### src/rtl/dmem_arbiter.sv
// Two-port round-robin arbiter in front of the single-port data memory.
// Grants are combinational; read data returns one cycle after issue.
module dmem_arbiter #(
    parameter int MEM_AW = 10
) (
    input  logic              clk,
    input  logic              rst,
    input  logic              m0_req,
    input  logic [3:0]        m0_we,
    input  logic [31:0]       m0_addr,
    input  logic [31:0]       m0_wdata,
    output logic              m0_gnt,
    output logic              m0_rvalid,
    output logic [31:0]       m0_rdata,
    input  logic              m1_req,
    input  logic [3:0]        m1_we,
    input  logic [31:0]       m1_addr,
    input  logic [31:0]       m1_wdata,
    output logic              m1_gnt,
    output logic              m1_rvalid,
    output logic [31:0]       m1_rdata,
    output logic              mem_en,
    output logic [3:0]        mem_wea,
    output logic [MEM_AW-1:0] mem_addr,
    output logic [31:0]       mem_wdata,
    input  logic [31:0]       mem_rdata
);

    logic        last;
    logic        rd_pend;
    logic        rd_owner;
    logic [31:0] hold0;
    logic [31:0] hold1;
    logic        is_rd;

    logic unused_addr;
    assign unused_addr = ^{m0_addr[31:MEM_AW+2], m0_addr[1:0],
                           m1_addr[31:MEM_AW+2], m1_addr[1:0]};

    // Gating with rst keeps every output low while reset is held.
    always_comb begin
        m0_gnt = 1'b0;
        m1_gnt = 1'b0;
        if (!rst) begin
            if (m0_req && m1_req) begin
                m0_gnt = last;
                m1_gnt = ~last;
            end else begin
                m0_gnt = m0_req;
                m1_gnt = m1_req;
            end
        end
    end

    always_comb begin
        mem_en    = 1'b0;
        mem_wea   = 4'b0000;
        mem_addr  = '0;
        mem_wdata = 32'h0;
        unique case (1'b1)
            m0_gnt: begin
                mem_en    = 1'b1;
                mem_wea   = m0_we;
                mem_addr  = m0_addr[MEM_AW+1:2];
                mem_wdata = m0_wdata;
            end
            m1_gnt: begin
                mem_en    = 1'b1;
                mem_wea   = m1_we;
                mem_addr  = m1_addr[MEM_AW+1:2];
                mem_wdata = m1_wdata;
            end
            default: ;
        endcase
    end

    assign is_rd = mem_en && (mem_wea == 4'b0000);

    always_ff @(posedge clk or posedge rst) begin
        if (rst) begin
            last     <= 1'b1;
            rd_pend  <= 1'b0;
            rd_owner <= 1'b0;
            hold0    <= 32'h0;
            hold1    <= 32'h0;
        end else begin
            if (m0_req && m1_req)
                last <= m1_gnt;
            rd_pend <= is_rd;
            if (is_rd)
                rd_owner <= m1_gnt;
            if (rd_pend) begin
                if (rd_owner)
                    hold1 <= mem_rdata;
                else
                    hold0 <= mem_rdata;
            end
        end
    end

    assign m0_rvalid = rd_pend & ~rd_owner;
    assign m1_rvalid = rd_pend & rd_owner;
    assign m0_rdata  = m0_rvalid ? mem_rdata : hold0;
    assign m1_rdata  = m1_rvalid ? mem_rdata : hold1;

endmodule

### config.mk
export PLATFORM = sky130hd
export DESIGN_NAME = dmem_arbiter
export DESIGN_NICKNAME = d
export VERILOG_FILES = /design/src/rtl/dmem_arbiter.sv
export SDC_FILE = /design/constraint.sdc
export NUM_CORES = 1
export LEC_CHECK = 0
export ABC_AREA = 1
export BUFFER_PORTS_ARGS = -buffer_cell sky130_fd_sc_hd__clkbuf_2
export CORE_AREA = 2 2 112 114
export DETAILED_ROUTE_END_ITERATION = 12
export DIE_AREA = 0 0 114 116
export HOLD_SLACK_MARGIN = 0.05
export REMOVE_ABC_BUFFERS = 1
export SLEW_MARGIN = 0
export SYNTH_ARGS = -nofsm -noshare
export SYNTH_HDL_FRONTEND = slang
export SYNTH_SLANG_ARGS = --single-unit
### constraint.sdc
create_clock -name clk -period 5.6 [get_ports clk]
set_clock_uncertainty 0.1 [all_clocks]
set_input_delay 0.28 -clock clk [delete_from_list [all_inputs] [get_ports clk]]
set_output_delay 0.28 -clock clk [all_outputs]
set_load 0.01 [all_outputs]
Word-level counts from Yosys, hierarchy flattened
Cells that the tools add are included.
{"block": "classes", "muxes": 10, "n_bitwise": 4, "n_reduce_logical": 6}
{"op": "two-way mux 32 bit", "n": 2}
{"op": "one-hot mux 32 bit (2 select lines)", "n": 1}
{"op": "one-hot mux 10 bit (2 select lines)", "n": 1}
{"op": "one-hot mux 4 bit (2 select lines)", "n": 1}
{"op": "two-way mux 1 bit", "n": 5}
{"op": "logical NOT 4 bit", "n": 1}
{"op": "AND reduction 2 bit", "n": 2}
{"op": "AND 1 bit", "n": 2}
{"op": "logical AND 1 bit", "n": 2}
{"op": "inverter 1 bit", "n": 2}
{"op": "OR reduction 2 bit", "n": 1}
{"block": "word_totals", "reg_bits": 67, "input_bits": 172, "wordCells": 25}

Longest topological paths before layout
{"block": "logic_depth", "word_depth": 6, "ltp_mapped": 8, "depth_no_buf": 8}

Worst setup path after synthesis
No wires, ideal clock.
{"block": "synth_path", "kind": "input to output", "start": "input port rst", "end": "output port mem_addr[0]", "arrival_time_ps": 1873, "slack_ps": 3347, "path_stages": 5, "path_buffers": 1, "path_cell_list": "inv_2 -> nand3_2 -> inv_4 -> buf_6 -> a22o_1"}
{"block": "synth_between", "elab_chain_len": 2, "word_cells_on_any_way": 3}
{"element": "from (decl)", "line_no": "7", "text": "input logic rst,"}
{"element": "two-way mux 1 bit", "line_no": "44", "text": "if (!rst) begin"}
{"element": "named net m1_gnt", "line_no": "19", "text": "output logic m1_gnt,"}
{"element": "one-hot mux 10 bit (2 select lines)", "line_no": "60", "text": "unique case (1'b1)"}
{"element": "to (decl)", "line_no": "24", "text": "output logic [MEM_AW-1:0] mem_addr,"}
The timed path passes the listed nets, and every way through them passes these cells.

Worst setup path after layout
{"block": "layout_path", "start": "register rd_owner", "end": "output port m1_rdata[3]"}
{"block": "layout_between", "elab_chain_len": 2}
{"element": "from (decl)", "line_no": "31", "text": "logic rd_owner;"}
{"element": "from (signal assigned)", "line_no": "91", "text": "rd_owner <= m1_gnt;"}
{"element": "AND 1 bit", "line_no": "102", "text": "assign m1_rvalid = rd_pend & rd_owner;"}
{"element": "two-way mux 32 bit", "line_no": "104", "text": "assign m1_rdata = m1_rvalid ? mem_rdata : hold1;"}
{"element": "to (decl)", "line_no": "21", "text": "output logic [31:0] m1_rdata,"}
Every way passes these cells.

==> impl_results.md <==
* Worst path buffer plus inverter count at 1
* Final Slew Violations at 0
* Seq/Total Area, Yosys at 54.4%
* Met1 WL at 4460 um
* Final period util at 44.2%
* Max-cap violations at 0
* Hold buffer count at cts at 0
* Hold_sp: mem_rdata[23]
* Yosys top cell area share at 53.5%
* Share of cells above drive strength 1 at 50.1%
* Die area at 13200 sq um
* RSZ-0062 raised after global routing: false
* Cts bufs inserted at 9
* FMAX at 404 MHz
* Core footprint at 11900 sq um
* # DRC at 0
* Initial core utilization at 25.9%
* Max Used Layer: met4
* Reg2reg setup slack at 3790 ps
* Area grow syn2layout at 50.7%
* Post-DR wirelength/cell at 13.5 um
* Total number of vias at 3146
* Layout Nets at 734
* Total grt overflow at 0
* Yosys cell types at 20
* Static leakage at 0.00272 uW
* CTS tree: done
* Routed met2 length at 4460 um
* Data required time of the worst path at 5220 ps
* Most frequent cells after synthesis: nand2_1 (72), dfrtp_1 (66), o21ai_0 (65)
* Outcome: finished, final reports clean
* RR Startpoint: rd_owner
* Critical-path top delay cell: nand2_2
* First-pass GRT wire length at 14100 um
* Number of gates resized after CTS at 0
* H-tree depth at 3
* Root buffer cell: clkbuf_16
* Post-Place Worst Slack at 3430 ps
* Async SR Flop Fraction at 100%
* Synth Warn # at 0
* Final wirelength at 9610 um
* Initial drt markers at 139
* Synthesized flop and latch total at 67
* CP Data Arrival Time at 2090 ps
* Antenna cells at 0
* GP Congestion at 0.745
* Worst Max-Slew Pin Slew at 1090 ps
* Setup Viol. Count Final at 0
* Post-synth EDFFs at 0
* Ys flop type: dfrtp_1
* Pwr dens at 425 nW/um^2
* Critical path fanouts, max at 65
* Crit path launch: rd_owner
* Worst-Skew Late Latency at 320 ps
* FP Rows at 40
* Postcts setup bufs at 0
* I/O pins at 287
* Synth top area cells: dfrtp_1 (54%), o21ai_0 (11%), nand2_1 (8.8%), a22o_1 (8.5%), inv_1 (4.6%)
* Most common cell in the netlist: nand2_1
* Clk slew on worst S/H paths at 60 ps
* Setup TNS at 0 ps
* WS Path Type: reg2out
* Synth Cell Area at 3090 sq um
* Vias in the first global route at 2777
* Final WS setup at 3130 ps
* Gate Count Post-Synth at 329
* Final hold violations at 0
* Crit path launch type: flip-flop
* Post-route antenna net violation count at 0
* Min-Delay Path Class: in2reg
* Worst vdd ir at 0.000188 V
* Clock sinks at 67
* DR WL met3 at 649 um
* Gr usage total at 13.7%
* Initial antenna violation count at 0
* Ordered list of cells on the worst path: nand2_2 > o21ai_0 > clkbuf_2
* First drt pass iteration count at 4
* Vias per inst at 4.41
* Crit end category: output port
* Post-DP HPWL at 7350 um
* Die H at 116 um
* Chip Width at 114 um
* Clk buf depth at 2
* Avg Cell Area, Syn at 9.38 sq um
* Final Power at 1980 uW
* Crit path time final at 2470 ps
* Largest net degree at the start of global routing at 71
* CP delay by family, top: simple AND/OR/NAND/NOR gates
* Post-synth top area cell: dfrtp_1
* Max_slew headroom at 27.4%
* I/O Buffers at 242
* Worst path max stage delay at 600 ps
[worst min-delay path: stages]
cell      delay [ps]
clkbuf_2          80
inv_1             50
o21ai_0          100
[layout by cell type, fill, tap and decap left out, drive strengths merged]
cell | netlist | final
inv | 43 | 44
nor2 | 4 | 4
o21ai | 67 | 67
a22o | 42 | 42
nand2 | 75 | 75
clkinvlp | 0 | 1
nand3 | 7 | 7
dfrtp | 66 | 66
o21a | 1 | 1
clkbuf | 9 | 253
dfstp | 1 | 1
bufinv | 0 | 1
clkinv | 0 | 2
nand4 | 2 | 2
buf | 12 | 1
[report_power, final]
group	switching [uW]	total [uW]	internal [uW]
sequential	53.6	734	680
combinational	409	680	272
clock	205	563	358
total	668	1980	1310
[registers in the layout, summed over array words and instances (netlist names)]
signal / cells
hold0: 32
hold1: 32
rd_pend: 1
rd_owner: 1
last: 1
[area by class of cell]
class | count | area (sq um)
clock buffer | 11 | 243
tap | 147 | 184
sequential | 67 | 1680
timing repair buffer | 243 | 1220
multi-input combinational | 198 | 1100
fill | 1218 | 7260
clock inverter | 5 | 60.1
inverter | 43 | 166
[per-layer routing]
| layer | up-vias | global-route usage [%] |
|---|---|---|
| li1 | 1570 | - |
| met1 | 1453 | 19.7 |
| met2 | 117 | 20.0 |
| met3 | 6 | 4.18 |
| met4 | 0 | 3.41 |
| met5 | - | 0 |
[final timing paths]
kind / to / depth (start not counted)
worst min register to register: hold1[18] / 2
worst min-delay path: hold0[23] / 3
min in group asynchronous: hold1[18] / 3
max in group asynchronous: hold0[30] / 3
worst max register to register: hold1[3] / 2
worst max-delay path: m1_rdata[3] / 3
[logic make-up after synthesis]
family / Yosys count / share of synthesized area (%)
compound gates: 110 / 23.8
simple gates: 88 / 11.8
buf+inv: 64 / 10.1
flops: 67 / 54.4
[metrics by stage]
stage	cell area [sq um]	instances	utilization [%]	hold slack, ps
after CTS	4650	714	39.0	125
after global placement	4350	698	36.5	376
after detailed placement	4350	698	36.5	386
after floorplan	2940	308	-	318
after global routing	4650	714	39.0	154
final	4650	714	39.0	139
Power figures use the tool's default switching activity.
